[src/rtl/fpga_io_pkg.sv]
// Shared configuration layout for the IO bank: per-pad config width,
// bit positions inside a pad's config word, and the config word type.
package fpga_io_pkg;

  localparam int CFG_W       = 4;
  localparam int CFG_OE      = 0;
  localparam int CFG_IN_REG  = 1;
  localparam int CFG_OUT_REG = 2;
  localparam int CFG_INV     = 3;

  typedef logic [CFG_W-1:0] io_cfg_t;

endpackage

[src/rtl/fpga_io_cell.sv]
// One pad's datapath: optional polarity inversion and optional registering on
// both directions. Optional feature macro: FPGA_IO_SYNC_EN (2-flop input synchroniser).
module fpga_io_cell
  import fpga_io_pkg::*;
(
  input  logic    clk,
  input  logic    reset,
  input  io_cfg_t cfg,
  input  logic    fab_in,
  input  logic    pad_in,
  output logic    fab_out,
  output logic    pad_out,
  output logic    pad_oe
);

  logic in_src;
  logic in_val;
  logic out_val;
  logic in_q;
  logic out_q;

`ifdef FPGA_IO_SYNC_EN
  logic sync1;
  logic sync2;

  always_ff @(posedge clk) begin
    if (reset) begin
      sync1 <= 1'b0;
      sync2 <= 1'b0;
    end else begin
      sync1 <= pad_in;
      sync2 <= sync1;
    end
  end

  assign in_src = sync2;
`else
  assign in_src = pad_in;
`endif

  assign out_val = fab_in ^ cfg[CFG_INV];
  assign in_val  = in_src ^ cfg[CFG_INV];

  // Pipeline registers run regardless of config so a mode switch sees fresh data.
  always_ff @(posedge clk) begin
    if (reset) begin
      in_q  <= 1'b0;
      out_q <= 1'b0;
    end else begin
      in_q  <= in_val;
      out_q <= out_val;
    end
  end

  assign pad_out = cfg[CFG_OUT_REG] ? out_q : out_val;
  assign fab_out = cfg[CFG_IN_REG] ? in_q : in_val;
  assign pad_oe  = cfg[CFG_OE];

endmodule

[src/rtl/fpga_io_bank.sv]
// Scan-configured IO bank: staging chain, length-checked commit into the active
// config, and one fpga_io_cell per pad. Optional feature macro: FPGA_IO_SYNC_EN.
module fpga_io_bank
  import fpga_io_pkg::*;
#(
  parameter int NUM_IO = 20
) (
  input  logic              clk,
  input  logic              reset,
  input  logic              scan_in,
  input  logic              scan_en,
  output logic              scan_out,
  input  logic              cfg_commit,
  output logic              cfg_valid,
  output logic              cfg_err,
  input  logic [NUM_IO-1:0] fab_in,
  output logic [NUM_IO-1:0] fab_out,
  input  logic [NUM_IO-1:0] pad_in,
  output logic [NUM_IO-1:0] pad_out,
  output logic [NUM_IO-1:0] pad_oe
);

  localparam int L     = NUM_IO * CFG_W;
  localparam int CNT_W = $clog2(L + 2);

  logic [L-1:0]     sreg;
  logic [L-1:0]     active;
  logic [CNT_W-1:0] cnt;

  // The counter saturates one past L so an over-long load can never alias to L.
  always_ff @(posedge clk) begin
    if (reset) begin
      sreg      <= '0;
      active    <= '0;
      cnt       <= '0;
      cfg_valid <= 1'b0;
      cfg_err   <= 1'b0;
    end else if (scan_en) begin
      sreg <= {scan_in, sreg[L-1:1]};
      if (cnt != CNT_W'(L + 1)) cnt <= cnt + CNT_W'(1);
      if (cfg_commit) cfg_err <= 1'b1;
    end else if (cfg_commit) begin
      cnt <= '0;
      if (cnt == CNT_W'(L)) begin
        active    <= sreg;
        cfg_valid <= 1'b1;
        cfg_err   <= 1'b0;
      end else begin
        cfg_err <= 1'b1;
      end
    end
  end

  assign scan_out = sreg[0];

  for (genvar i = 0; i < NUM_IO; i++) begin : g_cell
    fpga_io_cell u_cell (
      .clk     (clk),
      .reset   (reset),
      .cfg     (active[i*CFG_W +: CFG_W]),
      .fab_in  (fab_in[i]),
      .pad_in  (pad_in[i]),
      .fab_out (fab_out[i]),
      .pad_out (pad_out[i]),
      .pad_oe  (pad_oe[i])
    );
  end

endmodule

[config.mk]
export PLATFORM = sky130hd
export DESIGN_NAME = fpga_io_bank
export DESIGN_NICKNAME = d
export VERILOG_FILES = /design/src/rtl/fpga_io_pkg.sv /design/src/rtl/fpga_io_cell.sv /design/src/rtl/fpga_io_bank.sv
export SDC_FILE = /design/constraint.sdc
export NUM_CORES = 1
export LEC_CHECK = 0
export CAP_MARGIN = 40
export CORE_MARGIN = 2
export CORE_UTILIZATION = 35
export DETAILED_ROUTE_END_ITERATION = 10
export GPL_ROUTABILITY_DRIVEN = 0
export PLACE_DENSITY = 0.61
export SLEW_MARGIN = 5
export SYNTH_ARGS = -nofsm -noshare
export SYNTH_HDL_FRONTEND = slang
export SYNTH_SLANG_ARGS = --single-unit
[constraint.sdc]
create_clock -name clk -period 3.55 [get_ports clk]
set_clock_uncertainty 0.15 [all_clocks]
set_input_delay 0.355 -clock clk [delete_from_list [all_inputs] [get_ports clk]]
set_output_delay 0.355 -clock clk [all_outputs]
set_load 0.05 [all_outputs]
Word-level counts from Yosys, hierarchy flattened
Cells that the tools add are included.
{ "totals": {"in_bits": 45, "elab_cells": 140, "register_bits": 209, "output_inout_bits": 63} }
{ "classes": {"addsub": 1, "bitwise_logic": 41, "n_mux": 47, "n_reduce_logical": 3, "eq_ne": 3} }
{ "op_table": {"columns": ["operator", "n"], "rows": [
  ["$mux 1", 44],
  ["$xor 1x1->1", 40],
  ["$mux 7", 3],
  ["$add 7x1->7 const B", 1],
  ["$eq 7x7->1 const B", 1],
  ["$ne 7x7->1 const B", 1],
  ["$reduce_and 3->1", 1],
  ["$ne 2x1->1 const B", 1],
  ["$reduce_and 2->1", 1],
  ["$reduce_bool 2->1", 1],
  ["$not 1->1", 1]
]} }

Logic depth before layout (Yosys ltp)
Gate-level depths: netlist (run 1).
{ "logic_depth": {"depth_word": 4, "depth_mapped": 7, "depth_no_buf": 5} }

By module
From an unflattened synthesis (run 1), not the netlist that was laid out.
{ "unflattened": {"hier_cells": 848, "area_unflattened_um2": 8605.8} }
{ "by_module_without_submodules": {"columns": ["mod", "cells_per_inst", "area_each_um2", "instances"], "rows": [
  ["fpga_io_bank", 668, 6603.8, 1],
  ["fpga_io_cell", 9, 100.1, 20]
]} }

Least setup slack after synthesis (run 1)
OpenSTA, ideal clock, no wires.
{ "synth_timing": {"path_kind": "register to register", "start": "register cnt[3]", "end": "register cnt[0]", "required_time_ps": 3278, "setup_time_ps": 122, "synth_period_minus_slack_ps": 1597, "arrival_time_ps": 1325, "slack_ps": 1953, "stages_incl_launch_ff": 6, "cell_sequence": "dfxtp_1 -> and4bb_1 -> and3b_1 -> buf_2 -> and4_1 -> a311o_1"} }
{ "synth_between": {"elab_chain_len": 3} }
{ "synth_lines": {"columns": ["item", "line", "rtl"], "rows": [
  ["start, declared", "fpga_io_bank.sv:28", "logic [CNT_W-1:0] cnt;"],
  ["start signal, assigned", "fpga_io_bank.sv:40", "if (cnt != CNT_W'(L + 1)) cnt <= cnt + CNT_W'(1);"],
  ["$ne 7x7->1", "fpga_io_bank.sv:40", null],
  ["$ne 2x1->1 (no line)", null, null],
  ["$reduce_and 2->1 (no line)", null, null]
]} }
Every way passes these cells.
A chain may end at the register's enable or synchronous reset.

Worst setup path in the final report (run 1)
{ "layout_timing": {"start": "register active[71]", "end": "output fab_out[17]"} }
{ "layout_between": {"elab_chain_len": 2} }
{ "layout_lines": {"columns": ["item", "line", "rtl"], "rows": [
  ["start, declared", "fpga_io_bank.sv:27", "logic [L-1:0] active;"],
  ["start signal, assigned", "fpga_io_bank.sv:45", "active <= sreg;"],
  ["$xor 1x1->1", "fpga_io_cell.sv:42", "assign in_val = in_src ^ cfg[CFG_INV];"],
  ["$mux 1", "fpga_io_cell.sv:56", "assign fab_out = cfg[CFG_IN_REG] ? in_q : in_val;"],
  ["end, declared", "fpga_io_bank.sv:17", "output logic [NUM_IO-1:0] fab_out,"]
]} }
Every way passes these cells.

==> metrics.txt, run 1 <==
Max FO, Critical Path=3; Clock Sinks=roughly 210; Layout Nets=roughly 970; most frequent cells in the layout=209 x dfxtp_1, 167 x nand2_1, 105 x clkdlybuf4s50_1; maximum clock path buffer count=3; core area=23400 um^2; I/O Buffers=about 110; Avg Cell Area, Syn=a little over 9 um^2; slew margin rel.=0.4505; pwr/cell area=between 500 and 600 nW/um^2; Num CTS Buffers=23; DR WL/cell=11.64 um; CTS tree=built; Skew-Pair Late Insertion Delay=around 0.5 ns; final cell area excluding filler cells=9970 um^2; via/cell ratio=4.468; largest net degree at the start of global routing=115; xor/xnor share of the synthesized area=0.04310; Synth Area in Compound Gates=0.05842; CTS resizes=0; Routed Antenna Nets=0; Post-DP HPWL=8733 um; number of global-route vias before repair=5319; cts hold-fix bufs=0; cell taking the most area after synthesis=dfxtp_1; Setup-failing EPs final=0; # diodes=0; timing-limited maximum frequency=between 300 and 400 MHz; Slew @ Worst Pin=0.8243 ns; Synth Net Count=about 940; Area growth syn-to-layout=19.66%; crit path kind=reg -> out; Worst VDD drop=0.2903 mV; post-synth top area share=0.5022; share of post-route cells with drive strength above 1=0.08798; Setup WS post-layout=0.8893 ns; First-pass DRT Iterations=4; root buffer selected by CTS=clkbuf_16; Synth warnings=0; routed vias=between 5000 and 6000; Die Span X=about 160 um; final-report hold violation count=0; Req. time, crit path=about 3.0 ns; Synth Area in Adders=0.004505; Syn Inst Count=between 800 and 900; commonest non-fill, non-tap cell in the layout=dfxtp_1; r2r endpoint=active[17]$_SDFFE_PP0P_; first-pass GRT wire length=24460 um; crit path from=active[71]$_SDFFE_PP0P_; worst setup path end=fab_out[17]; mapped cell area=8332 um^2; Starting Density=0.3560; crit path DAT=around 2.2 ns; H-tree depth=1; clock transition at the registers of the reported paths=about 0.060 ns; fin crit period=~2.7 ns; Worst setup EP type=output pin; drt total wl=14560 um; initial antenna violation count=0; global route total overflow=0; maxcap violations=0; HP Class=in -> reg; status=completed; RSZ-0062 raised after global routing=false; Initial DRC Count=roughly 210; max-slew violations=0; GRT Overall Usage=0.1157; Yosys cell types=32; register area share after synthesis=0.5022; largest family of logic cells by synthesized area=simple AND/OR/NAND/NOR gates; R2R Setup Slk=1.48 ns; Die H=158.3 um; Tcrit/Tclk final=0.7495; setup TNS=0 ns; die area=roughly 25000 um^2; pre-CTS WS=0.9117 ns; post-CTS setup buffers=0; Cell Rows=56; worst-case reg-to-reg path depth=5; Leak=approximately 0.0038 uW; #FFs+latches synth=209; CP startpoint kind=flip-flop; # IOs=108; DP Area=just over 9000 um^2; r2r startpoint=cnt[4]$_SDFFE_PP0P_; multiplexer area fraction after synthesis=0.1502; area share of and/or/nand/nor cells after synthesis=0.1589; largest cells by area after synthesis=dfxtp_1 50%, mux2i_1 9.6%, nand2_1 7.5%, buf_4 5.4%, mux2_2 5.4%; drt drc=0
[how the worst min path moves through the flow]
stage                                  startpoint                      end  slack [ns]  depth (start not counted)
after floorplan            active[0]$_SDFFE_PP0P_   active[0]$_SDFFE_PP0P_        0.29                          2
after global placement    active[56]$_SDFFE_PP0P_  active[56]$_SDFFE_PP0P_        0.30                          2
after global routing                        reset    sreg[14]$_SDFFE_PP0P_        0.22                          2
after detailed placement  active[52]$_SDFFE_PP0P_  active[52]$_SDFFE_PP0P_        0.30                          2
after CTS                                 scan_en      cnt[6]$_SDFFE_PP0P_        0.16                          5
final                                       reset    sreg[18]$_SDFFE_PP0P_        0.19                          2
[state kept, by name, summed over array words and instances, names as in the netlist]
name,cells
sreg,80
cfg_err,1
g_cell.u_cell.in_q,20
cfg_valid,1
cnt,7
g_cell.u_cell.out_q,20
active,80
[where the power goes]
| group | internal, uW | switching, uW | total [uW] |
|---|---|---|---|
| Combinational | 146 | 195 | 341 |
| Clock | 1500 | 893 | 2390 |
| Sequential | 2370 | 9.60 | 2380 |
| Total | 4020 | 1100 | 5120 |
[routing by layer]
metal,track usage,wire [um],vias to the layer above
li1,-,-,2903
met1,0.1536,7308,2574
met2,0.1890,6339,85
met3,0.02232,573,27
met4,0.03947,334,0
met5,0,0,-
[logic make-up (layout without fill, tap and decap cells)]
group / count (synthesis) / count (layout)
xor+xnor: 41 / 41
buf+inv: 117 / 155
compound gates: 94 / 94
mux: 120 / 120
simple gates: 310 / 310
fa+ha+maj: 3 / 3
flops: 209 / 209
[layout make-up]
class	count	area (um^2)
multi-input cells	568	3462
flip-flops and latches	209	4184
well taps	319	399.1
clock inverters	5	106.4
clock buffers	32	659.4
repair buffers	113	1140
fillers	2367	13430
inverters	5	18.77
[synth_stat cells]
library cell / number
mux2_2: 40
a311o_1: 1
nand4_1: 1
o21ai_0: 3
o22ai_1: 1
buf_4: 60
inv_1: 5
nand3b_1: 1
a21oi_1: 85
ha_1: 3
a31oi_1: 1
and3b_1: 1
buf_2: 20
dfxtp_1: 209
o21a_1: 1
nor4b_1: 1
nand3_1: 3
nand2_1: 167
a41oi_1: 1
xor2_1: 41
nor2b_1: 43
or3_1: 1
mux2i_1: 80
a211oi_1: 1
and4_1: 1
and4bb_1: 1
and4b_1: 1
nor2_1: 85
and3_1: 1
nand4b_1: 1
nor3_1: 2
clkbuf_1: 32
[critical path, stage by stage, from the launching register on]
cell             delay, ns
dfxtp_1               0.39
xor2_1                0.25
mux2_2                0.22
clkdlybuf4s50_1       0.80
[stage by stage]
| step | hold slack (ns) | power (uW) | instances | utilization |
|---|---|---|---|---|
| 6_report | 0.1881 | 5120 | 1251 | 0.4260 |
| 3_5_place_dp | 0.2994 | 2781 | 1214 | 0.3933 |
| 5_1_grt | 0.2182 | 5328 | 1251 | 0.4260 |
| 4_1_cts | 0.1644 | 5220 | 1251 | 0.4260 |
| 3_3_place_gp | 0.2959 | 2779 | 1214 | 0.3933 |
| 2_1_floorplan | 0.2867 | 2689 | 894 | - |
(Power assumes the default switching activity.)
==> inputs of run 2 (changes only) <==
--- a/config.mk
+++ b/config.mk
@@ -10,7 +10,7 @@
 export CORE_UTILIZATION = 35
 export DETAILED_ROUTE_END_ITERATION = 10
 export GPL_ROUTABILITY_DRIVEN = 0
-export PLACE_DENSITY = 0.61
+export PLACE_DENSITY = 0.63
 export SLEW_MARGIN = 5
 export SYNTH_ARGS = -nofsm -noshare
 export SYNTH_HDL_FRONTEND = slang
==> constraint.sdc (replaced) <==
create_clock -name clk -period 2.4 [get_ports clk]
set_clock_uncertainty 0.15 [all_clocks]
set_input_delay 0.24 -clock clk [delete_from_list [all_inputs] [get_ports clk]]
set_output_delay 0.24 -clock clk [all_outputs]
set_load 0.05 [all_outputs]
==> run 2 against run 1 <==
Flip-flop and latch count did not move. Core utilization down 0.21 points. Via count down 0.27%. Register-to-register slack got worse by 0.82 ns. Die area is the same. Clock-buffer cell count grew 2. Largest power group is now sequential cells. Sequential power rose by 48%. Total power increased by 46%.
==> metrics.txt, run 2 (synthesis results as in run 1) <==
global route total overflow=0 (unchanged); CTS tree=built; via/cell ratio=4.441 (-0.59%); Post-DP HPWL=8679 um (-0.63%); CTS resizes=0 (unchanged); Int Power=5868 uW (+46%); final-report hold violation count=0 (unchanged); Setup WS post-layout=0.3091 ns (-0.5802 ns); drt total wl=14480 um (-0.55%); crit path DAT=1.70 ns (-0.46 ns); Skew-Pair Late Insertion Delay=0.49 ns (about the same); Die H=158.3 um (unchanged); most frequent cells in the layout=209 x dfxtp_1, 167 x nand2_1, 85 x a21oi_1, 85 x nor2_1, 80 x mux2i_1; hold_ws=0.08233 ns (-0.1058 ns); cts hold-fix bufs=1 (+1); Area growth syn-to-layout=19.07%; Routed Antenna Nets=0 (unchanged); Top Registers=active (80), sreg (80); die area=25060 um^2 (unchanged); Crit path buffers/inverters=1 (unchanged); core area=23400 um^2 (unchanged); HP Class=in -> reg; commonest non-fill, non-tap cell in the layout=dfxtp_1; Worst setup EP type=output pin; register share of total power=0.471 (+0.005); Req. time, crit path=2.01 ns (-1.03 ns); CP peak stage delay=0.88 ns (+0.08 ns); Starting Density=0.3560 (unchanged); maximum clock path buffer count=3 (unchanged); status=completed; crit path kind=reg -> out; Gate power share=0.067 (about the same); Layout Nets=970 (+0.21%); switching fraction of total power=0.2156 (+0.001223); # IOs=108 (unchanged); RSZ-0062 raised after global routing=false; setup TNS=0 ns (unchanged); pre-CTS WS=0.2681 ns (-0.6436 ns); slew margin rel.=0.5820 (+0.1316); drt drc=0 (unchanged); root buffer selected by CTS=clkbuf_16; CP Cell Sequence=clkdlybuf4s50_1; initial antenna violation count=1 (+1); fillers=2334 (-1.4%); H-tree depth=1 (unchanged); Tcrit/Tclk final=0.8712; first-pass GRT wire length=24130 um (-1.4%); maxcap violations=0 (unchanged); DR WL/cell=11.53 um (-0.87%); Psw=1613 uW (+47%); clock transition at the registers of the reported paths=0.06 ns (about the same); slowest stage cell, crit path=clkdlybuf4s50_1; Leak=0.003896 uW (+1.6%); Slew @ Worst Pin=0.6270 ns (-0.1973 ns); post-CTS setup buffers=0 (unchanged); GRT Overall Usage=0.1145 (-0.001279); Die Span X=158.3 um (unchanged); Setup-failing EPs final=0 (unchanged); pwr/cell area=754.1 nW/um^2 (+47%); share of post-route cells with drive strength above 1=0.1316 (+0.04357); Cell Rows=56 (unchanged); Max FO, Critical Path=2 (-1); crit-path leading delay family=buffers and inverters; Worst VDD drop=0.3477 mV (+20%); clock share of power=0.462 (-0.006); CP startpoint kind=flip-flop; number of global-route vias before repair=5173 (-2.7%); timing-limited maximum frequency=~480 MHz; routed vias=5574 (-0.27%); Clock Sinks=209 (unchanged); Initial DRC Count=221 (+4.7%); fin crit period=about 2.1 ns; I/O Buffers=107 (unchanged); max-slew violations=0 (unchanged); Num CTS Buffers=23 (unchanged); First-pass DRT Iterations=4 (unchanged); largest net degree at the start of global routing=105 (-8.7%)
[run 2: cell types whose count changed in the layout (fill, tap and decap cells not counted), sizes merged]
cell / change
dlygate4sd3: +1
diode: +1
buf: +41
clkinv: +2
clkinvlp: -1
clkbuf: +2
clkdlybuf4s50: -40
inv: -1
bufinv: -1
[run 2: final timing paths]
path	start	to	slack (ns)	cells past startpoint
max	cfg_err$_SDFFE_PP0P_	cfg_err	0.31	1
min	scan_en	cnt[6]$_SDFFE_PP0P_	0.08	5
max reg2reg	cnt[0]$_SDFFE_PP0P_	active[9]$_SDFFE_PP0P_	0.66	6
min reg2reg	active[64]$_SDFFE_PP0P_	active[64]$_SDFFE_PP0P_	0.30	2
[run 2: layer usage]
metal,part of all wire,GRT usage,routed length [um],vias up
met5,0,0,0,-
met4,0.023,0.03003,337,0
met3,0.051,0.03157,738,24
met2,0.44,0.1913,6355,83
met1,0.49,0.1460,7045,2559
li1,-,-,-,2908
[run 2: power groups by stage]
stage                     Sequential [uW]  Combinational (uW)  Clock (uW)
after floorplan                      3600                 375           0
after global placement               3600                 503           0
after detailed placement             3600                 505           0
after CTS                            3530                 509        3570
after global routing                 3530                 537        3710
final                                3530                 501        3450
[run 2: final cells by class]
cell class,count,area [um^2],share of cell area
repair buffers,115,1107,0.1116
inverters,5,18.77,0.001892
flip-flops and latches,209,4184,0.4217
clock buffers,34,676.9,0.06823
clock inverters,4,70.07,0.007063
multi-input cells,568,3462,0.3490
well taps,319,399.1,0.04023
diodes,1,2.502,0.0002522
[run 2: worst register-to-register path, stage by stage, from the launching register on]
cell and delay [ns]:
dfxtp_1 0.45, inv_1 0.07, ha_1 0.22, nand4b_1 0.18, buf_12 0.31, nand2_1 0.10, a21oi_1 0.17
[run 2: stage by stage]
stage / cell area [um^2] / total power (uW) / std cells / utilization
after floorplan: 8332 / 3977 / 894 / -
after global placement: 9161 / 4103 / 1215 / 0.3915
after detailed placement: 9161 / 4108 / 1215 / 0.3915
after CTS: 9918 / 7606 / 1254 / 0.4238
after global routing: 9918 / 7778 / 1254 / 0.4238
final: 9921 / 7481 / 1255 / 0.4239
==> inputs of run 3 (changes only) <==
--- a/config.mk
+++ b/config.mk
@@ -10,7 +10,7 @@
 export CORE_UTILIZATION = 35
 export DETAILED_ROUTE_END_ITERATION = 10
 export GPL_ROUTABILITY_DRIVEN = 0
-export PLACE_DENSITY = 0.63
+export PLACE_DENSITY = 0.61
 export SLEW_MARGIN = 5
 export SYNTH_ARGS = -nofsm -noshare
 export SYNTH_HDL_FRONTEND = slang
==> constraint.sdc (replaced) <==
create_clock -name clk -period 2.1 [get_ports clk]
set_clock_uncertainty 0.15 [all_clocks]
set_input_delay 0.21 -clock clk [delete_from_list [all_inputs] [get_ports clk]]
set_output_delay 0.21 -clock clk [all_outputs]
set_load 0.1 [all_outputs]
==> run 3 against run 2 <==
Via count up 0.23%. Critical path type unchanged. Sequential power up 14%. Die area unchanged. Largest power group is now clock. Core utilization up 2.3 points. Critical path depth up 2.
==> metrics.txt, run 3 (synthesis results as in run 1) <==
status=completed; Initial DRC Count=186 (-16%); max-slew violations=0 (unchanged); Min-Delay Startpoint=scan_en; placed insts=1220 (+0.41%); Post-DP HPWL=9240 um (+6.5%); Psw=2110 uW (+31%); Tcrit/Tclk final=0.8968; die area=25060 um^2 (unchanged); Area growth syn-to-layout=25.50%; switching fraction of total power=0.2307 (+0.01505); CP startpoint kind=flip-flop; final core occ=0.4468 (+0.02288); Routed Antenna Nets=0 (unchanged); I/O Buffers=107 (unchanged); drt total wl=14930 um (+3.1%); timing-limited maximum frequency=approximately 530 MHz; Worst setup EP type=output pin; # diodes=0 (-1); core area=23400 um^2 (unchanged); Starting Density=0.3560 (unchanged); HP Class=in -> reg; Cell Rows=56 (unchanged); initial antenna violation count=0 (-1); Gate power share=0.094 (+0.027); total chip power=9146 uW (+22%); crit path kind=reg -> out; final-report hold violation count=0 (unchanged); DR WL/cell=11.83 um (+2.6%); Leak=0.004176 uW (+7.2%); Int Power=7036 uW (+20%); maximum clock path buffer count=3 (unchanged); number of global-route vias before repair=5486 (+6.1%); Clock Sinks=209 (unchanged); Finished Layout Cells=1262 (+0.56%); pwr/cell area=874.7 nW/um^2 (+16%); root buffer selected by CTS=clkbuf_16; share of post-route cells with drive strength above 1=0.1665 (+0.03494); via/cell ratio=4.427 (-0.32%); fin crit period=1.883 ns; CTS resizes=0 (unchanged); First-pass DRT Iterations=4 (unchanged); H-tree depth=1 (unchanged); most frequent cells in the layout=209 x dfxtp_1, 167 x nand2_1, 85 x a21oi_1, 85 x nor2_1, 80 x mux2i_1; clock share of power=0.465 (+0.003); Worst VDD drop=0.3921 mV (+13%); worst-case reg-to-reg path depth=6 (unchanged); # IOs=108 (unchanged); drt drc=0 (unchanged); setup TNS=0 ns (unchanged); CTS tree=built; maxcap violations=0 (unchanged); Req. time, crit path=1.74 ns (-0.27 ns); r2r endpoint=active[31]$_SDFFE_PP0P_; global route total overflow=0 (unchanged); Die Span X=158.3 um (unchanged); routed vias=5587 (+0.23%); largest net degree at the start of global routing=72 (-31%); RSZ-0062 raised after global routing=false; Hold EP=cnt[6]$_SDFFE_PP0P_; Skew-Pair Late Insertion Delay=0.50 ns (about the same); first-pass GRT wire length=25450 um (+5.5%); Slew @ Worst Pin=0.4569 ns (-0.1700 ns); register share of total power=0.441 (-0.030); Top Registers=active (80), sreg (80); Num CTS Buffers=23 (unchanged); Min-Delay Path Depth=5 (unchanged); R2R Setup Slk=0.24 ns (-0.42 ns); GRT Overall Usage=0.1208 (+0.006287); r2r startpoint=cnt[0]$_SDFFE_PP0P_; Max FO, Critical Path=3 (+1); crit path DAT=1.52 ns (-0.18 ns); commonest non-fill, non-tap cell in the layout=dfxtp_1; Setup-failing EPs final=0 (unchanged); slew margin rel.=0.6954 (+0.1134); clock transition at the registers of the reported paths=0.06 ns (about the same); Die H=158.3 um (unchanged); Layout Nets=975 (+0.52%)
run 3: how the worst max path moves through the flow:
stage,cells past startpoint,to,startpoint
finish,3,fab_out[17],active[71]$_SDFFE_PP0P_
global route,6,active[31]$_SDFFE_PP0P_,cnt[0]$_SDFFE_PP0P_
CTS,3,fab_out[17],active[71]$_SDFFE_PP0P_
detailed placement,6,active[42]$_SDFFE_PP0P_,cfg_commit
global placement,6,active[64]$_SDFFE_PP0P_,cfg_commit
floorplan,5,cnt[0]$_SDFFE_PP0P_,cnt[3]$_SDFFE_PP0P_
run 3: worst max-delay path, cell delays in order (launching register included):
cell,delay [ns]
dfxtp_1,0.38
xor2_1,0.24
mux2_2,0.22
buf_12,0.17
run 3: what timing repair did:
action / 4_1_cts / 5_1_grt
hold buffers: 1 / 0
endpoints found under the hold margin: 41 / 0
buffers inserted: 0 / 0
run 3: metrics by stage:
step	worst slack [ns]	hold WS, ns	area (um^2)
4_1_cts	0.1389	0.05895	10460
2_1_floorplan	0.5030	0.2072	8332
5_1_grt	0.07107	0.09956	10460
3_5_place_dp	0.1603	0.3018	9629
6_report	0.2166	0.08359	10460
3_3_place_gp	0.2114	0.2955	9629
run 3: power by group through the flow:
stage | clock network (uW) | logic [uW] | registers (uW)
after floorplan | 0 | 583 | 4120
after global placement | 0 | 866 | 4120
after detailed placement | 0 | 867 | 4120
after CTS | 4410 | 873 | 4030
after global routing | 4580 | 907 | 4030
final | 4250 | 862 | 4030
run 3: cell type report:
type,instances,area (um^2)
fill,2320,12950
inverter,5,18.77
multi-input combinational,568,3462
clock buffer,30,651.9
sequential,209,4184
timing repair buffer,120,1575
tap,319,399.1
clock inverter,11,165.2
run 3: metal layers:
| layer | vias up | track usage | routed length (um) |
|---|---|---|---|
| met5 | - | 0 | 0 |
| met4 | 0 | 0.03904 | 258 |
| met3 | 27 | 0.02314 | 695 |
| met2 | 91 | 0.1988 | 6668 |
| met1 | 2551 | 0.1599 | 7306 |
| li1 | 2918 | - | - |
